`config.mk`:
```
export PLATFORM = sky130hd
export DESIGN_NAME = flash_boot_seq
export DESIGN_NICKNAME = d
export VERILOG_FILES = /design/src/rtl/flash_boot_seq.sv
export SDC_FILE = /design/constraint.sdc
export NUM_CORES = 1
export LEC_CHECK = 0
export ABC_AREA = 0
export CORE_MARGIN = 5
export CORE_UTILIZATION = 30
export CTS_CLUSTER_SIZE = 24
export DETAILED_ROUTE_END_ITERATION = 10
export PLACE_DENSITY = 0.57
export SKIP_CTS_REPAIR_TIMING = 1
export SLEW_MARGIN = 20
export SYNTH_ARGS = -nofsm -noshare
export SYNTH_HDL_FRONTEND = slang
export SYNTH_SLANG_ARGS = --single-unit
export TNS_END_PERCENT = 10
```
`constraint.sdc`:
```
create_clock -name clk -period 7.05 [get_ports clk]
set_input_delay 1.41 -clock clk [delete_from_list [all_inputs] [get_ports clk]]
set_output_delay 1.41 -clock clk [all_outputs]
set_load 0.01 [all_outputs]
```
`src/rtl/flash_boot_seq.sv`:
```
// Boot loader: issues one SPI READ (0x03) command to a serial flash, streams
// NUM_WORDS 32-bit words back and writes each one to consecutive Wishbone addresses.
module flash_boot_seq #(
    parameter int          NUM_WORDS  = 90,
    parameter logic [23:0] FLASH_ADDR = 24'h000000,
    parameter logic [31:0] WB_BASE    = 32'h0000_0000,
    parameter int          CLK_DIV    = 2
) (
    input  logic        clk,
    input  logic        reset,
    input  logic        bypass_en,
    input  logic        host_mosi,
    input  logic        flash_miso,
    output logic        flash_clk,
    output logic        flash_mosi,
    output logic        flash_csb,
    output logic [31:0] wbs_adr,
    output logic [31:0] wbs_dat,
    output logic        wbs_cyc,
    output logic        wbs_stb,
    output logic        wbs_we,
    input  logic        wbs_ack,
    output logic [2:0]  state,
    output logic        done_loading
);

    typedef enum logic [2:0] {
        S_IDLE  = 3'd0,
        S_CMD   = 3'd1,
        S_READ  = 3'd2,
        S_WRITE = 3'd3,
        S_DONE  = 3'd4
    } state_t;

    localparam int DIV_W = (CLK_DIV > 1) ? $clog2(CLK_DIV) : 1;
    localparam int IDX_W = $clog2(NUM_WORDS + 1);
    localparam logic [DIV_W-1:0] DIV_LAST = DIV_W'(CLK_DIV - 1);
    localparam logic [IDX_W-1:0] IDX_LAST = IDX_W'(NUM_WORDS - 1);
    localparam logic [31:0]      CMD_WORD = {8'h03, FLASH_ADDR};

    state_t             state_q,    state_d;
    logic [DIV_W-1:0]   div_q,      div_d;
    logic               fclk_q,     fclk_d;
    logic               csb_q,      csb_d;
    logic [31:0]        cmd_q,      cmd_d;
    logic [31:0]        shin_q,     shin_d;
    logic [5:0]         bitcnt_q,   bitcnt_d;
    logic               frame_q,    frame_d;
    logic [IDX_W-1:0]   word_idx_q, word_idx_d;
    logic               wb_q,       wb_d;
    logic [31:0]        adr_q,      adr_d;
    logic [31:0]        dat_q,      dat_d;
    logic               done_q,     done_d;
    logic               tick;

    always_ff @(posedge clk or posedge reset) begin
        if (reset) begin
            state_q    <= S_IDLE;
            div_q      <= '0;
            fclk_q     <= 1'b0;
            csb_q      <= 1'b1;
            cmd_q      <= '0;
            shin_q     <= '0;
            bitcnt_q   <= '0;
            frame_q    <= 1'b0;
            word_idx_q <= '0;
            wb_q       <= 1'b0;
            adr_q      <= '0;
            dat_q      <= '0;
            done_q     <= 1'b0;
        end else begin
            state_q    <= state_d;
            div_q      <= div_d;
            fclk_q     <= fclk_d;
            csb_q      <= csb_d;
            cmd_q      <= cmd_d;
            shin_q     <= shin_d;
            bitcnt_q   <= bitcnt_d;
            frame_q    <= frame_d;
            word_idx_q <= word_idx_d;
            wb_q       <= wb_d;
            adr_q      <= adr_d;
            dat_q      <= dat_d;
            done_q     <= done_d;
        end
    end

    assign tick = (div_q == DIV_LAST);

    always_comb begin
        state_d    = state_q;
        div_d      = div_q;
        fclk_d     = fclk_q;
        csb_d      = csb_q;
        cmd_d      = cmd_q;
        shin_d     = shin_q;
        bitcnt_d   = bitcnt_q;
        frame_d    = frame_q;
        word_idx_d = word_idx_q;
        wb_d       = wb_q;
        adr_d      = adr_q;
        dat_d      = dat_q;
        done_d     = done_q;

        case (state_q)
            S_IDLE: begin
                if (!bypass_en) begin
                    state_d  = S_CMD;
                    csb_d    = 1'b0;
                    fclk_d   = 1'b0;
                    div_d    = '0;
                    bitcnt_d = '0;
                    frame_d  = 1'b0;
                    cmd_d    = CMD_WORD;
                end
            end
            S_CMD, S_READ: begin
                if (tick) begin
                    div_d  = '0;
                    fclk_d = ~fclk_q;
                end else begin
                    div_d = div_q + DIV_W'(1);
                end
                // Rising flash_clk: sample MISO and count the bit
                if (tick && !fclk_q) begin
                    shin_d = {shin_q[30:0], flash_miso};
                    if (bitcnt_q == 6'd31) begin
                        bitcnt_d = '0;
                        if (state_q == S_CMD) state_d = S_READ;
                        else                  frame_d = 1'b1;
                    end else begin
                        bitcnt_d = bitcnt_q + 6'd1;
                    end
                end
                // Falling flash_clk: next MOSI bit; a finished word leaves on this
                // edge so the flash sees its last full clock before the pause.
                if (tick && fclk_q) begin
                    cmd_d = {cmd_q[30:0], 1'b0};
                    if (frame_q) begin
                        frame_d = 1'b0;
                        state_d = S_WRITE;
                        wb_d    = 1'b1;
                        adr_d   = WB_BASE + (32'(word_idx_q) << 2);
                        dat_d   = shin_q;
                    end
                end
            end
            S_WRITE: begin
                if (wbs_ack) begin
                    wb_d       = 1'b0;
                    word_idx_d = word_idx_q + IDX_W'(1);
                    div_d      = '0;
                    if (word_idx_q == IDX_LAST) begin
                        state_d = S_DONE;
                        csb_d   = 1'b1;
                        done_d  = 1'b1;
                    end else begin
                        state_d = S_READ;
                    end
                end
            end
            S_DONE: begin
            end
            default: state_d = S_IDLE;
        endcase
    end

    assign flash_clk    = fclk_q;
    assign flash_csb    = csb_q;
    assign flash_mosi   = reset ? 1'b0 :
                          (bypass_en && (state_q == S_IDLE || state_q == S_DONE)) ? host_mosi :
                          cmd_q[31];
    assign wbs_adr      = adr_q;
    assign wbs_dat      = dat_q;
    assign wbs_cyc      = wb_q;
    assign wbs_stb      = wb_q;
    assign wbs_we       = wb_q;
    assign state        = state_q;
    assign done_loading = done_q;

endmodule

```
Yosys cells after proc, flatten, opt, wreduce, memory -nomap -nowiden
Index checks and enable logic that the tools add are counted.
W data, S select, Z words.
{"block": "word_totals", "ff_bits": 125, "in_bits": 6, "output_inout_bits": 74, "word_cells": 90}
{"block": "classes", "n_addsub": 3, "n_eq_ne": 13, "n_mux": 36, "bitwise": 2, "reduce_logical": 23}
{"cell": "$mux W32", "n": 2}
{"cell": "$pmux W32 S2", "n": 1}
{"cell": "$mux W3", "n": 8}
{"cell": "$reduce_and A3 Y1", "n": 7}
{"cell": "$mux W6", "n": 3}
{"cell": "$mux W1", "n": 15}
{"cell": "$ne A2 B2 Y1 const B", "n": 7}
{"cell": "$pmux W3 S4", "n": 1}
{"cell": "$pmux W6 S2", "n": 1}
{"cell": "$pmux W1 S2", "n": 4}
{"cell": "$reduce_and A4 Y1", "n": 2}
{"cell": "$add A7 B1 Y7 const B", "n": 1}
{"cell": "$eq A7 B7 Y1 const B", "n": 1}
{"cell": "$add A6 B1 Y6 const B", "n": 1}
{"cell": "$eq A3 B2 Y1 const B", "n": 2}
{"cell": "$eq A6 B5 Y1 const B", "n": 1}
{"cell": "$reduce_and A2 Y1", "n": 3}
{"cell": "$reduce_bool A2 Y1", "n": 3}
{"cell": "$eq A3 B1 Y1 const B", "n": 1}
{"cell": "$eq A3 B3 Y1 const B", "n": 1}
{"cell": "$logic_and A1 B1 Y1", "n": 3}
{"cell": "$logic_not A3 Y1", "n": 1}
{"cell": "$pmux W1 S3", "n": 1}
{"cell": "$reduce_bool A3 Y1", "n": 1}
{"cell": "5 further kinds", "n": 6}

Depth between registers and ports, before layout
{"block": "logic_depth", "depth_word": 7, "ltp_mapped": 6, "ltp_nobuf": 5}

Least setup slack after synthesis
No wires, ideal clock.
{"block": "synth_path", "kind": "input -> output", "start": "input bypass_en", "end": "output flash_mosi", "arrival_time_ps": 1722, "required_ps": 5640, "path_slack_ps": 3918, "cell_stages": 3, "n_path_buf": 0, "cell_sequence": "nand2_1 -> nand2_1 -> a21oi_1"}
{"block": "synth_between", "elab_chain_cells": 3}
{"item": "start: declaration", "line_no": "11", "text": "input logic bypass_en,"}
{"item": "$logic_and A1 B1 Y1", "line_no": "171", "text": "(bypass_en && (state_q == S_IDLE || state_q == S_DONE)) ? host_mosi :"}
{"item": "$mux W1", "line_no": "171"}
{"item": "$mux W1", "line_no": "170", "text": "assign flash_mosi = reset ? 1'b0 :"}
{"item": "end: declaration", "line_no": "15", "text": "output logic flash_mosi,"}
Every way passes these cells.

Final worst setup path
Same ends and word-level chain as after synthesis.

==> results.sh <==
export IMPL_ant_nets=0
export IMPL_grt_overflow=0
export IMPL_cts_made_buffers=9
export IMPL_drc=0
export IMPL_start_util_pct=30.7
export IMPL_ir_drop_mv=0.185
export IMPL_drtIter0Drc=93
export IMPL_globalplace_congestion=0.753
export IMPL_drt_total_wl_um=8340
export IMPL_async_flop_share_pct=100
export IMPL_final_util_pct=36.8
export IMPL_timing_hold_ws_ns=0.472
export IMPL_required_ns=5.64
export IMPL_drt_vias_per_instance=4.59
export IMPL_yosys_area_share_adder_pct=0.842
export IMPL_final_nets=403
export IMPL_boundaryPins=80
export IMPL_rows=44
export IMPL_syn_to_final_growth_pct=20.0
export IMPL_synth_most_common_cell="dfrtp_1"
export IMPL_met1_length_um=3700
export IMPL_drive_above_1_share_pct=26.1
export IMPL_cts_buffer_depth=2
export IMPL_max_slew_margin_pct=49.3
export IMPL_synth_common_cells="dfrtp_1, mux2_2, buf_4, nand2_1, nor2_1"
export IMPL_finalCritPeriodShare_pct=60.2
export IMPL_cts_root_buf="clkbuf_16"
export IMPL_rsz0062_at_grt="false"
export IMPL_ys_seq_elements=101
export IMPL_whs_path_depth=1
export IMPL_layout_setup_ws_ns=2.80
export IMPL_finalSetupTns_ns=0
export IMPL_synth_largest_area_cell="dfrtp_1"
export IMPL_period_needed_ns=4.25
export IMPL_ys_types=53
export IMPL_critPathTopFamily="buffers and inverters"
export IMPL_crit_arrival_ns=2.84
export IMPL_cts_htree_levels=3
export IMPL_coreArea_um2=14500
export IMPL_cts_tree="built"
export IMPL_setup_viol_count_final=0
export IMPL_crit_cells=4
export IMPL_wire_per_inst_um=14.3
export IMPL_synth_edf_count=0
export IMPL_reg2regPathDepth=4
export IMPL_first_global_vias=2742
export IMPL_cpMostUsedCell="clkdlybuf4s50_1"
export IMPL_grt_pass1_wl_um=14000
export IMPL_antenna_found_initial=0
export IMPL_max_freq_ghz=0.235
export IMPL_p_leak_nw=2.49
export IMPL_p_per_area_nw_per_um2=320
export IMPL_grt_max_degree=63
export IMPL_cp_max_fo=7
export IMPL_place_hpwl_um=5500
export IMPL_endpoint_kind="primary output"
export IMPL_vias=2674
export IMPL_path_cells="clkdlybuf4s50_1 > nand3_1 > a21oi_1 > clkdlybuf4s50_1"
export IMPL_fin_skew_ns=0.00845
export IMPL_avgSynthCellArea_um2=13.0
export IMPL_ys_seq_area_share_pct=56.7
export IMPL_synth_area_mux_share_pct=19.7
export IMPL_clk_pin_slew_ns=0.07
export IMPL_place_worst_setup_slack_ns=2.82
export IMPL_crit_type="input pin to primary output"
export IMPL_num_antenna_cells=0
export IMPL_start_kind="input pin"
export IMPL_hold_viol_final=0
export IMPL_insertion_delay_ns=0.35
export IMPL_synth_compound_area_share_pct=5.22
export IMPL_netlist_area_um2=4460
export IMPL_hp_class="flop to flop"
export IMPL_synth_xor_area_share_pct=1.74
export IMPL_die_x_um=132
export IMPL_dr_wl_met2_um=3870
export IMPL_cp_num_buf_inv=2
export IMPL_clock_sinks=101
export IMPL_synth_top_cell_area_share_pct=56.1
export IMPL_report_final_slew_viol_count=0
export IMPL_dr_max_layer_used="met4"
export IMPL_synth_area_top_cells="dfrtp_1, mux2_2, buf_4"
export IMPL_synth_cells=344
export IMPL_die_h_um=132
export IMPL_die_area_um2=17400
export IMPL_firstDrtPassIters=4
export IMPL_worst_pin_slew_ns=0.761
export IMPL_ys_flop_type="dfrtp_1"
export IMPL_grt_usage_pct=9.84
export IMPL_ys_warn_count=0
export IMPL_port_buffer_count=54
export IMPL_cp_slowest_cell="clkdlybuf4s50_1"
export IMPL_synth_top_family_by_area="multiplexers"
export IMPL_max_stage_delay_ns=0.62
export IMPL_status="completed"
export IMPL_synth_simple_gate_area_share_pct=8.31
export IMPL_wl_met3_um=637
export IMPL_max_cap_violations=0
state kept, by name, summed over array words and instances (netlist names):
signal,flops
shin_q,32
wbs_dat,32
cmd_q,8
wbs_adr,7
word_idx_q,7
bitcnt_q,6
state,3
div_q,1
done_loading,1
flash_clk,1
flash_csb,1
frame_q,1
wbs_cyc,1
power breakdown:
| group | leakage, nW | switching (mW) | internal, mW |
|---|---|---|---|
| clock network | 0.151 | 0.231 | 0.267 |
| registers | 1.36 | 0.110 | 0.677 |
| logic | 0.975 | 0.206 | 0.222 |
cell families after synthesis:
kind of cell	Yosys count
AO/OA/AOI/OAI	34
XOR/XNOR	8
adder cells (fa/ha/maj)	3
buffers and inverters	49
flip-flops	101
multiplexers	78
other	1
AND/OR/NAND/NOR	70
worst register-to-register path: cells and delay by family (launching register included):
kind	cells	cell delay, ns
buffers and inverters	1	0.48
multiplexers	1	0.44
flip-flops	1	0.79
AND/OR/NAND/NOR	1	0.15
XOR/XNOR	1	0.27
per-layer routing:
metal / vias to the layer above / track usage [%]
met4: 0 / 3.54
met2: 68 / 15.0
met3: 11 / 4.54
li1: 1249 / -
met5: - / 0
met1: 1346 / 12.3
layout by cell type, fill, tap and decap left out, types with 2 or more instances in the layout:
| cell type | count |
|---|---|
| xor2_1 | 2 |
| and3_1 | 2 |
| ha_1 | 3 |
| clkbuf_8 | 2 |
| inv_1 | 6 |
| nor2_1 | 14 |
| nand2_1 | 21 |
| nand4_1 | 2 |
| xnor2_1 | 5 |
| mux2_2 | 77 |
| clkbuf_16 | 9 |
| dfrtp_1 | 100 |
| nor3_1 | 2 |
| nor2b_1 | 8 |
| inv_6 | 2 |
| conb_1 | 25 |
| or3_1 | 2 |
| buf_4 | 3 |
| nand2b_1 | 2 |
| a21oi_1 | 5 |
| nand3_1 | 7 |
| o21ai_0 | 9 |
| a211oi_1 | 2 |
| clkdlybuf4s50_1 | 54 |
| inv_8 | 2 |
| o211ai_1 | 3 |
through the flow:
step	power [mW]	std cells	instance area, um^2
final	1.71	583	5350
after global routing	1.82	583	5350
after CTS	1.75	583	5350
after detailed placement	1.23	567	5050
after global placement	1.22	567	5050
after floorplan	1.11	368	4550
worst paths after layout:
path | to | slack, ns | start
setup / recovery | flash_mosi | 2.80 | bypass_en
hold / removal | done_loading | 0.47 | done_loading
setup reg to reg | wbs_dat[8] | 4.81 | state[0]
hold reg to reg | done_loading | 0.47 | done_loading
max in group asynchronous | word_idx_q[5] | 4.41 | reset
min in group asynchronous | cmd_q[25] | 1.48 | reset
layout make-up:
class,count,area [um^2]
Clock buffer,11,253
Clock inverter,5,48.8
Fill cell,1437,9190
Inverter,7,28.8
Multi-Input combinational cell,218,1700
Sequential cell,101,2530
Tap cell,184,230
Timing Repair Buffer,57,563
(Power assumes the default switching activity.)
